<file path="config.mk">
export PLATFORM = sky130hd
export DESIGN_NAME = hazard_ctrl
export DESIGN_NICKNAME = d
export VERILOG_FILES = /design/src/rtl/hazard_ctrl_pkg.sv /design/src/rtl/hazard_detect.sv /design/src/rtl/hazard_ctrl.sv
export SDC_FILE = /design/constraint.sdc
export NUM_CORES = 1
export LEC_CHECK = 0
export ABC_AREA = 1
export CAP_MARGIN = 15
export CORE_MARGIN = 2
export CORE_UTILIZATION = 35
export DETAILED_ROUTE_END_ITERATION = 6
export GPL_ROUTABILITY_DRIVEN = 0
export PLACE_DENSITY = 0.7
export SLEW_MARGIN = 40
export SYNTH_ARGS = -nofsm -noshare
export SYNTH_HDL_FRONTEND = slang
export SYNTH_HIERARCHICAL = 1
export SYNTH_SLANG_ARGS = --single-unit
</file>
<file path="constraint.sdc">
create_clock -name clk -period 1.5 [get_ports clk]
set_input_delay 0.15 -clock clk [delete_from_list [all_inputs] [get_ports clk]]
set_output_delay 0.15 -clock clk [all_outputs]
set_load 0.1 [all_outputs]
</file>
<file path="src/rtl/hazard_ctrl_pkg.sv">
// +-------------------------------------------------------------------+
// | hazard_ctrl_pkg : shared state encodings, defaults and helpers     |
// | rev 1.0                                                            |
// +-------------------------------------------------------------------+
`default_nettype none

package hazard_ctrl_pkg;

  typedef enum logic [1:0] {
    ST_RUN     = 2'd0,
    ST_FLUSH   = 2'd1,
    ST_MEMWAIT = 2'd2
  } ctrl_state_t;

  localparam int DEF_FLUSH_CYCLES = 2;
  localparam int DEF_MEM_TIMEOUT  = 255;

  function automatic logic [15:0] sat_inc16(input logic [15:0] v);
    return (v == 16'hFFFF) ? v : v + 16'd1;
  endfunction

endpackage

`default_nettype wire

</file>
<file path="src/rtl/hazard_detect.sv">
// +-------------------------------------------------------------------+
// | hazard_detect : combinational load-use hazard comparator           |
// | rev 1.0                                                            |
// +-------------------------------------------------------------------+
`default_nettype none

module hazard_detect
  import hazard_ctrl_pkg::*;
(
  input  logic       id_valid,
  input  logic [4:0] id_rs1,
  input  logic [4:0] id_rs2,
  input  logic       id_uses_rs1,
  input  logic       id_uses_rs2,
  input  logic       ex_valid,
  input  logic       ex_mem_read,
  input  logic [4:0] ex_rd,
  output logic       load_use
);

  logic rs1_hit;
  logic rs2_hit;
  logic ex_load;

  // x0 is hardwired to zero, so a load targeting it never creates a dependency
  assign ex_load  = ex_valid & ex_mem_read & (ex_rd != 5'd0);
  assign rs1_hit  = id_uses_rs1 & (id_rs1 == ex_rd);
  assign rs2_hit  = id_uses_rs2 & (id_rs2 == ex_rd);
  assign load_use = ex_load & id_valid & (rs1_hit | rs2_hit);

endmodule

`default_nettype wire

</file>
<file path="src/rtl/hazard_ctrl.sv">
// +-------------------------------------------------------------------+
// | hazard_ctrl : branch flush / dmem wait / load-use stall controller |
// | rev 1.0                                                            |
// +-------------------------------------------------------------------+
`default_nettype none

module hazard_ctrl
  import hazard_ctrl_pkg::*;
#(
  parameter int FLUSH_CYCLES = DEF_FLUSH_CYCLES,
  parameter int MEM_TIMEOUT  = DEF_MEM_TIMEOUT
) (
  input  logic        clk,
  input  logic        reset,
  input  logic        id_valid,
  input  logic [4:0]  id_rs1,
  input  logic [4:0]  id_rs2,
  input  logic        id_uses_rs1,
  input  logic        id_uses_rs2,
  input  logic        ex_valid,
  input  logic        ex_mem_read,
  input  logic [4:0]  ex_rd,
  input  logic        ex_branch_taken,
  input  logic        dmem_req,
  input  logic        dmem_ready,
  output logic        pc_stall,
  output logic        if_id_stall,
  output logic        if_id_flush,
  output logic        combined_stall,
  output logic        pipe_freeze,
  output logic [1:0]  ctrl_state,
  output logic [15:0] stall_count,
  output logic        mem_timeout
);

  localparam logic [1:0]  FLUSH_LOAD  = (FLUSH_CYCLES > 1) ? 2'(FLUSH_CYCLES - 2) : 2'd0;
  localparam logic [15:0] TIMEOUT_LIM = 16'(MEM_TIMEOUT);

  ctrl_state_t state;
  ctrl_state_t next_state;
  logic [1:0]  flush_cnt;
  logic [15:0] wait_cnt;
  logic [15:0] wait_next;
  logic        load_use;
  logic        mem_pend;
  logic        waiting;
  logic        load_flush;

  hazard_detect u_detect (
    .id_valid    (id_valid),
    .id_rs1      (id_rs1),
    .id_rs2      (id_rs2),
    .id_uses_rs1 (id_uses_rs1),
    .id_uses_rs2 (id_uses_rs2),
    .ex_valid    (ex_valid),
    .ex_mem_read (ex_mem_read),
    .ex_rd       (ex_rd),
    .load_use    (load_use)
  );

  assign mem_pend   = dmem_req & ~dmem_ready;
  assign ctrl_state = state;

  always_comb begin
    pc_stall       = 1'b0;
    if_id_stall    = 1'b0;
    if_id_flush    = 1'b0;
    combined_stall = 1'b0;
    pipe_freeze    = 1'b0;
    next_state     = state;
    waiting        = 1'b0;
    load_flush     = 1'b0;
    if (!reset) begin
      case (state)
        ST_RUN: begin
          if (ex_branch_taken) begin
            if_id_flush    = 1'b1;
            combined_stall = 1'b1;
            load_flush     = 1'b1;
            next_state     = (FLUSH_CYCLES > 1) ? ST_FLUSH : ST_RUN;
          end else if (mem_pend) begin
            pc_stall    = 1'b1;
            if_id_stall = 1'b1;
            pipe_freeze = 1'b1;
            waiting     = 1'b1;
            next_state  = ST_MEMWAIT;
          end else if (load_use) begin
            pc_stall       = 1'b1;
            if_id_stall    = 1'b1;
            combined_stall = 1'b1;
          end
        end
        ST_FLUSH: begin
          // A data request arriving mid-flush stalls alongside the flush
          if_id_flush    = 1'b1;
          combined_stall = 1'b1;
          if (mem_pend) begin
            pc_stall    = 1'b1;
            if_id_stall = 1'b1;
            pipe_freeze = 1'b1;
            waiting     = 1'b1;
          end
          if (flush_cnt == 2'd0)
            next_state = mem_pend ? ST_MEMWAIT : ST_RUN;
        end
        ST_MEMWAIT: begin
          if (!dmem_ready) begin
            pc_stall    = 1'b1;
            if_id_stall = 1'b1;
            pipe_freeze = 1'b1;
            waiting     = 1'b1;
          end else begin
            next_state = ST_RUN;
          end
        end
        default: next_state = ST_RUN;
      endcase
    end
  end

  always_comb begin
    wait_next = 16'd0;
    if (waiting)
      wait_next = (state == ST_RUN) ? 16'd1 : sat_inc16(wait_cnt);
  end

  always_ff @(posedge clk) begin
    if (reset) begin
      state       <= ST_RUN;
      flush_cnt   <= 2'd0;
      wait_cnt    <= 16'd0;
      stall_count <= 16'd0;
      mem_timeout <= 1'b0;
    end else begin
      state    <= next_state;
      wait_cnt <= wait_next;
      if (load_flush)
        flush_cnt <= FLUSH_LOAD;
      else if (state == ST_FLUSH && flush_cnt != 2'd0)
        flush_cnt <= flush_cnt - 2'd1;
      if (waiting && wait_next >= TIMEOUT_LIM)
        mem_timeout <= 1'b1;
      if (pc_stall)
        stall_count <= sat_inc16(stall_count);
    end
  end

endmodule

`default_nettype wire

</file>
==> run_results.csv <==
group,metric,value,unit
synth,synthDistinctLibCells,33,
global_route,grt_max_degree,15,
synth,syn_area,0.00240,mm2
clock_network,clock-sinks,37,
synth,ys_top_cells_by_count,"110 x nand2_1, 60 x inv_1, 58 x nor2_1, 37 x dfxtp_1, 37 x nand3_1",
critical_path,worst_setup_path_end_kind,"flip-flop",
final_layout,syn_to_final_growth,93.8,%
global_route,antenna_found_initial,0,
synth,yosysTopAreaCell,"dfxtp_1",
synth,syn_area_per_cell,6.10,um2
clock_network,htree_levels,2,
outcome,status,"complete, but fails checks",
power_and_ir_drop,peakVddDrop,0.000490,V
global_route,grt_pass1_wl,13.1,mm
routing,drtIter0Drc,210,
routing,drc,0,
critical_path,crit_required,1720,ps
routing,wl,9.34,mm
routing,routedWlPerCell,14.9,um
clock_network,cts_tree,"built",
routing,drt-vias-per-instance,5.15,
outcome,violations,"setup timing",
critical_path,critical_path.max_fanout,6,
synth,synthFlopType,"dfxtp_1",
power_and_ir_drop,leakage,2.11,nW
clock_network,cts_buffers,5,
final_layout,drive_above_1_share,0.511,
placed_design,place_area,0.00398,mm2
global_route,grt_pass1_vias,3032,
synth,async_reset_ff_frac,0,
floorplanning,initial_core_util,0.357,
timing,period_share,1.25,
timing,whs,359,ps
floorplanning,die_y,86.7,um
global_route,grt.overflow.total,0,
power_and_ir_drop,powerDensity,513,mW/mm2
final_layout,design_area,0.00464,mm2
timing,fin_crit,1880,ps
floorplanning,ios,49,
floorplanning,fp-row-count,30,
synth,ys_warn_count,6,
critical_path,start_kind,"input pin",
placed_design,io_buffer_count,48,
synth,mappedNetlistNets,421,
floorplanning,dieArea,0.00752,mm2
final_layout,stdcell_count,626,
run,maxCapViolations,0,
global_route,grt_usage,0.218,
synth,synth_top_area_frac,0.309,
timing,setup-tns-final,-3660,ps
routing,dr.pass1.iters,5,
placed_design,dp_cells,602,
placed_design,hpwl,5.72,mm
synth,synth_seq_cells,37,
synth,ys_seq_area_frac,0.309,
critical_path,crit_arrival,2100,ps
synth,synth_area_leaders,"dfxtp_1 31%, nand2_1 17%, inv_1 9.4%, nor2_1 9.1%, nand3_1 7.7%",
clock_network,path_clk_slew,80,ps
timing,drv_slew,0,
timing,worst_slew_pin_slew,376,ps
routing,antenna_left,0,
floorplanning,die_w,86.7,um
floorplanning,core,0.00672,mm2
final_layout,diodes,0,
timing,clock.fmax,0.532,GHz
timing,finClkSkew,8.19,ps
timing,hold_viol,0,
critical_path,crit_type,"input pin to flip-flop",
clock_network,root_buffer,"clkbuf_8",
min_path,hold_class,"input pin to flip-flop",
timing,rsz0062_at_grt,"true",
timing,fin_ws,-380,ps
routing,vias,3227,
synth,synthCells,393,
synth,synth_edf_count,0,
clock_network,clk_latency,300,ps
synth,synth_most_common_cell,"nand2_1",
timing,finalSetupViolCount,22,
clock_network,clock_path_buffers,2,
timing,slew_headroom,0.749,
power_and_ir_drop,power.total,2.38,mW
final_layout,nNetsFinal,573,
[layout by cell type (no fill, tap or decap), types with 3 or more instances in the layout]
| master | netlist | final |
|---|---|---|
| inv_1 | 60 | 50 |
| nand2_1 | 110 | 91 |
| a21oi_1 | 17 | 8 |
| buf_12 | 0 | 24 |
| clkdlybuf4s50_1 | 0 | 3 |
| nand2_2 | 4 | 20 |
| nand3_1 | 37 | 25 |
| nor3_1 | 12 | 6 |
| buf_4 | 2 | 83 |
| nand2_4 | 3 | 4 |
| nand4_1 | 11 | 11 |
| o21ai_1 | 1 | 5 |
| nor3_4 | 1 | 3 |
| nand3_2 | 2 | 8 |
| clkbuf_8 | 1 | 6 |
| dfxtp_1 | 37 | 14 |
| nor3_2 | 0 | 4 |
| nor2_2 | 2 | 15 |
| dfxtp_4 | 0 | 12 |
| dfxtp_2 | 0 | 11 |
| nor2_4 | 2 | 9 |
| dlymetal6s2s_1 | 0 | 4 |
| a21oi_2 | 1 | 10 |
| inv_2 | 6 | 10 |
| nor2_1 | 58 | 38 |
| nand3_4 | 0 | 6 |
| buf_6 | 1 | 29 |
| clkbuf_2 | 0 | 3 |
[stage by stage]
stage                     utilization  setup slack, ps
after floorplan                     -             -534
after global placement          0.593             -702
after detailed placement        0.593             -785
after CTS                       0.643             -206
after global routing            0.691             -474
final                           0.691             -380
[routing by layer]
| layer | GRT usage | wire (um) |
|---|---|---|
| met5 | 0 | 0 |
| met4 | 0.0923 | 363 |
| met3 | 0.0552 | 465 |
| met2 | 0.387 | 4930 |
| met1 | 0.248 | 3580 |
[logic make-up after synthesis]
logic type	count (synthesis)	share of synthesized area
AOI/OAI and AO/OA	31	0.0783
xor gates and xnor gates	3	0.0110
adders and majority gates	3	0.0157
buffers and inverters	71	0.122
DFF	37	0.309
and+or+nand+nor	248	0.464
[layout make-up]
| class | count | area, um2 |
|---|---|---|
| Multi-Input combinational cell | 285 | 1820 |
| Tap cell | 80 | 100 |
| Inverter | 66 | 274 |
| Clock buffer | 8 | 90.1 |
| Timing Repair Buffer | 150 | 1570 |
| Fill cell | 467 | 2070 |
| Sequential cell | 37 | 800 |
[where the power goes]
group | total [mW] | internal (mW) | switching (mW)
Clock | 0.749 | 0.375 | 0.374
Combinational | 0.647 | 0.278 | 0.369
Sequential | 0.988 | 0.973 | 0.0150
Total | 2.38 | 1.63 | 0.757
[sequential cells by signal (all words and copies together), names as in the netlist]
signal       flops
wait_cnt        16
flush_cnt        2
mem_timeout      1
ctrl_state       2
stall_count     16
[what timing repair did]
action | in CTS | in global routing
gates resized for setup | 82 | 116
pin swaps | 34 | 48
hold buffers | 0 | 0
setup buffers | 8 | 10
gates cloned | 0 | 0
setup endpoints to repair | 33 | 33
[critical path: stages]
cell and delay (ps):
buf_6 100, nand2_1 100, nand2_1 100, nor2_2 100, nand3_1 100, a21oi_2 240
o2111ai_4 210, nand2_8 140, nand2_8 70, buf_4 140, buf_8 130, nor3_4 210
nand2_1 110, a21oi_2 180
[worst paths after layout]
check,from,to,slack [ps],cells past startpoint
min,dmem_ready,ctrl_state[1],360,5
min reg2reg,flush_cnt[0],flush_cnt[0],470,2
max reg2reg,ctrl_state[0],stall_count[7],-370,11
max,ex_rd[4],stall_count[7],-380,14
(Power assumes the default switching activity.)
==> RTL change: new RTL, same flow settings <==
Register the output `mem_timeout` once more, with the module's reset; this adds one clock of latency there. The other outputs are not delayed to match.
--- a/src/rtl/hazard_ctrl.sv
+++ b/src/rtl/hazard_ctrl.sv
@@ -36,4 +36,6 @@
   localparam logic [1:0]  FLUSH_LOAD  = (FLUSH_CYCLES > 1) ? 2'(FLUSH_CYCLES - 2) : 2'd0;
   localparam logic [15:0] TIMEOUT_LIM = 16'(MEM_TIMEOUT);
+
+  logic mem_timeout_s0;
 
   ctrl_state_t state;
@@ -131,5 +133,5 @@
       wait_cnt    <= 16'd0;
       stall_count <= 16'd0;
-      mem_timeout <= 1'b0;
+      mem_timeout_s0 <= 1'b0;
     end else begin
       state    <= next_state;
@@ -140,7 +142,15 @@
         flush_cnt <= flush_cnt - 2'd1;
       if (waiting && wait_next >= TIMEOUT_LIM)
-        mem_timeout <= 1'b1;
+        mem_timeout_s0 <= 1'b1;
       if (pc_stall)
         stall_count <= sat_inc16(stall_count);
+    end
+  end
+
+  always_ff @(posedge clk) begin
+    if (reset) begin
+      mem_timeout <= '0;
+    end else begin
+      mem_timeout <= mem_timeout_s0;
     end
   end
Check against the original RTL: no difference found for any inputs over 10 cycles, from zero or initial values and one cycle with reset high; that may be too few to reach the edited logic, so the function may still have changed.
==> RTL change against the original RTL <==
  * The flow still finishes with violations (setup timing)
  * Sequential cell count up 1
  * Area after synthesis up 6.8%
  * Design area up 1.9%
  * Worst setup slack better by 0.18 ns
  * Via count up 1.5%
  * Power up 15%
  * Non-clock buffer count down 1
  * First-iteration DRC count down 28%
  * Routed wire length up 3.4%
  * Clock skew up 0.0011 ns
  * Critical endpoint is now pipe_freeze
==> RTL change: results (changes against the original RTL) <==
violations: "setup timing"  # unchanged
routed_wirelength_mm: 9.652  # was 9.336 mm
design.final.nets: 585  # was 573
dp.cells: 623  # was 602
swShare_pct: 28.79  # was 31.76%
timing.rr.start: "stall_count[1]$_SDFFE_PP0P_"  # was ctrl_state[0]$_SDFFE_PP0P_
crit_path_end: "pipe_freeze"  # was stall_count[7]$_SDFFE_PP0P_
finalSetupViolCount: 22  # unchanged
cts_resized: 91  # was 82
wl_per_cell_um: 14.69  # was 14.91 um
route.met2.wl_mm: 5.097  # was 4.927 mm
met3_usage_pct: 3.970  # was 5.524%
cts_buffer_depth: 2  # unchanged
slowest_stage: "dfxtp_4"  # was a21oi_2
worstPathArrival_ns: 1.55  # was 2.10 ns
yosys.cell_types.count: 39  # was 33
hpwl_mm: 5.668  # was 5.720 mm
wl_met1_mm: 3.695  # was 3.579 mm
reg2regPathDepth: 8  # was 11
clock_skew_ns: 0.009273  # was 0.008194 ns
p_leak_nw: 2.175  # was 2.114 nW
irDropWorstVdd_uv: 582.9  # was 489.9 uV
worst_pin_slew_ns: 0.2894  # was 0.3758 ns
synthTopCellsByCount: "nand2_1, inv_1, nor2_1"  # unchanged
io_buffers: 48  # unchanged
clockRootBuffer: "clkbuf_8"  # unchanged
grt_pass1_vias: 3141  # was 3,032
max_stage_delay_ns: 0.38  # was 0.24 ns
hold_path_depth: 2  # was 5
synth_fp_nets: 433  # was 421
final_layout_size_suffix_gt1_share_pct: 50.72  # was 51.10%
drt_iter0_markers: 151  # was 210
postSynthCellCount: 405  # was 393
yosys-top-cells-area: "dfxtp_1, nand2_1, inv_1"  # unchanged
grtUsageMet2_pct: 38.86  # was 38.67%
cts_setup_buffers: 16  # was 8
grt.total_usage_pct: 21.21  # was 21.83%
nFillCells: 512  # was 467
min_path_type: "reg2reg"  # was in2reg
synth_xor_area_share_pct: 3.081  # was 1.097%
path_max_fanout: 4  # was 6
synth_compound_area_share_pct: 9.389  # was 7.833%
largest_registers: "stall_count x16, wait_cnt x16"  # unchanged
synth_fa_ha_area_share_pct: 1.467  # was 1.567%
yosysSeqAreaShare_pct: 29.73  # was 30.91%
r2r_slack_ns: -0.17  # was -0.37 ns
placed_area_um2: 3994  # was 3984 um^2
fin_ws_ns: -0.1992  # was -0.3801 ns
worstSetupStartpoint: "ctrl_state[1]$_SDFFE_PP0P_"  # was ex_rd[4]
wl_met3_um: 475  # was 465 um
status: "finished, violations left"  # unchanged
r2r-end: "stall_count[15]$_SDFFE_PP0P_"  # was stall_count[7]$_SDFFE_PP0P_
grt_pass1_wl_mm: 13.43  # was 13.06 mm
grt_util_met1_pct: 24.15  # was 24.77%
[RTL change: final cells by class]
cell class	count	area, um^2	share of cell area [%]
Inverter	62	255.2	5.393
Multi-Input combinational cell	300	1911	40.36
Tap cell	99	123.9	2.617
Sequential cell	38	789.5	16.68
Clock inverter	1	30.03	0.6344
Timing Repair Buffer	149	1500	31.69
Timing Repair inverter	1	16.27	0.3436
Clock buffer	7	107.6	2.273
[RTL change: power groups by stage]
stage               sequential [mW]  clock, mW  combinational, mW
global route                   1.03       1.08              0.726
floorplan                      1.10          0              0.249
global placement               1.05          0              0.551
finish                         1.03       1.03              0.693
detailed placement             1.05          0              0.559
CTS                            1.03       1.04              0.599
[RTL change: worst min-delay path by stage]
stage / from / end / slack [ns]
2_1_floorplan: ex_branch_taken / ctrl_state[0]$_SDFFE_PP0P_ / 0.31
3_3_place_gp: mem_timeout_s0$_SDFFE_PP0P_ / mem_timeout$_SDFF_PP0_ / 0.43
3_5_place_dp: mem_timeout_s0$_SDFFE_PP0P_ / mem_timeout$_SDFF_PP0_ / 0.44
4_1_cts: mem_timeout_s0$_SDFFE_PP0P_ / mem_timeout$_SDFF_PP0_ / 0.46
5_1_grt: mem_timeout_s0$_SDFFE_PP0P_ / mem_timeout$_SDFF_PP0_ / 0.48
6_report: mem_timeout_s0$_SDFFE_PP0P_ / mem_timeout$_SDFF_PP0_ / 0.45
[RTL change: stage by stage]
stage               setup TNS (ns)  setup WS, ns
global placement            -12.70       -0.6535
floorplan                   -14.10       -0.6714
global route                -3.932       -0.2524
finish                      -2.338       -0.1992
detailed placement          -14.42       -0.7432
CTS                        -0.7845       -0.1336
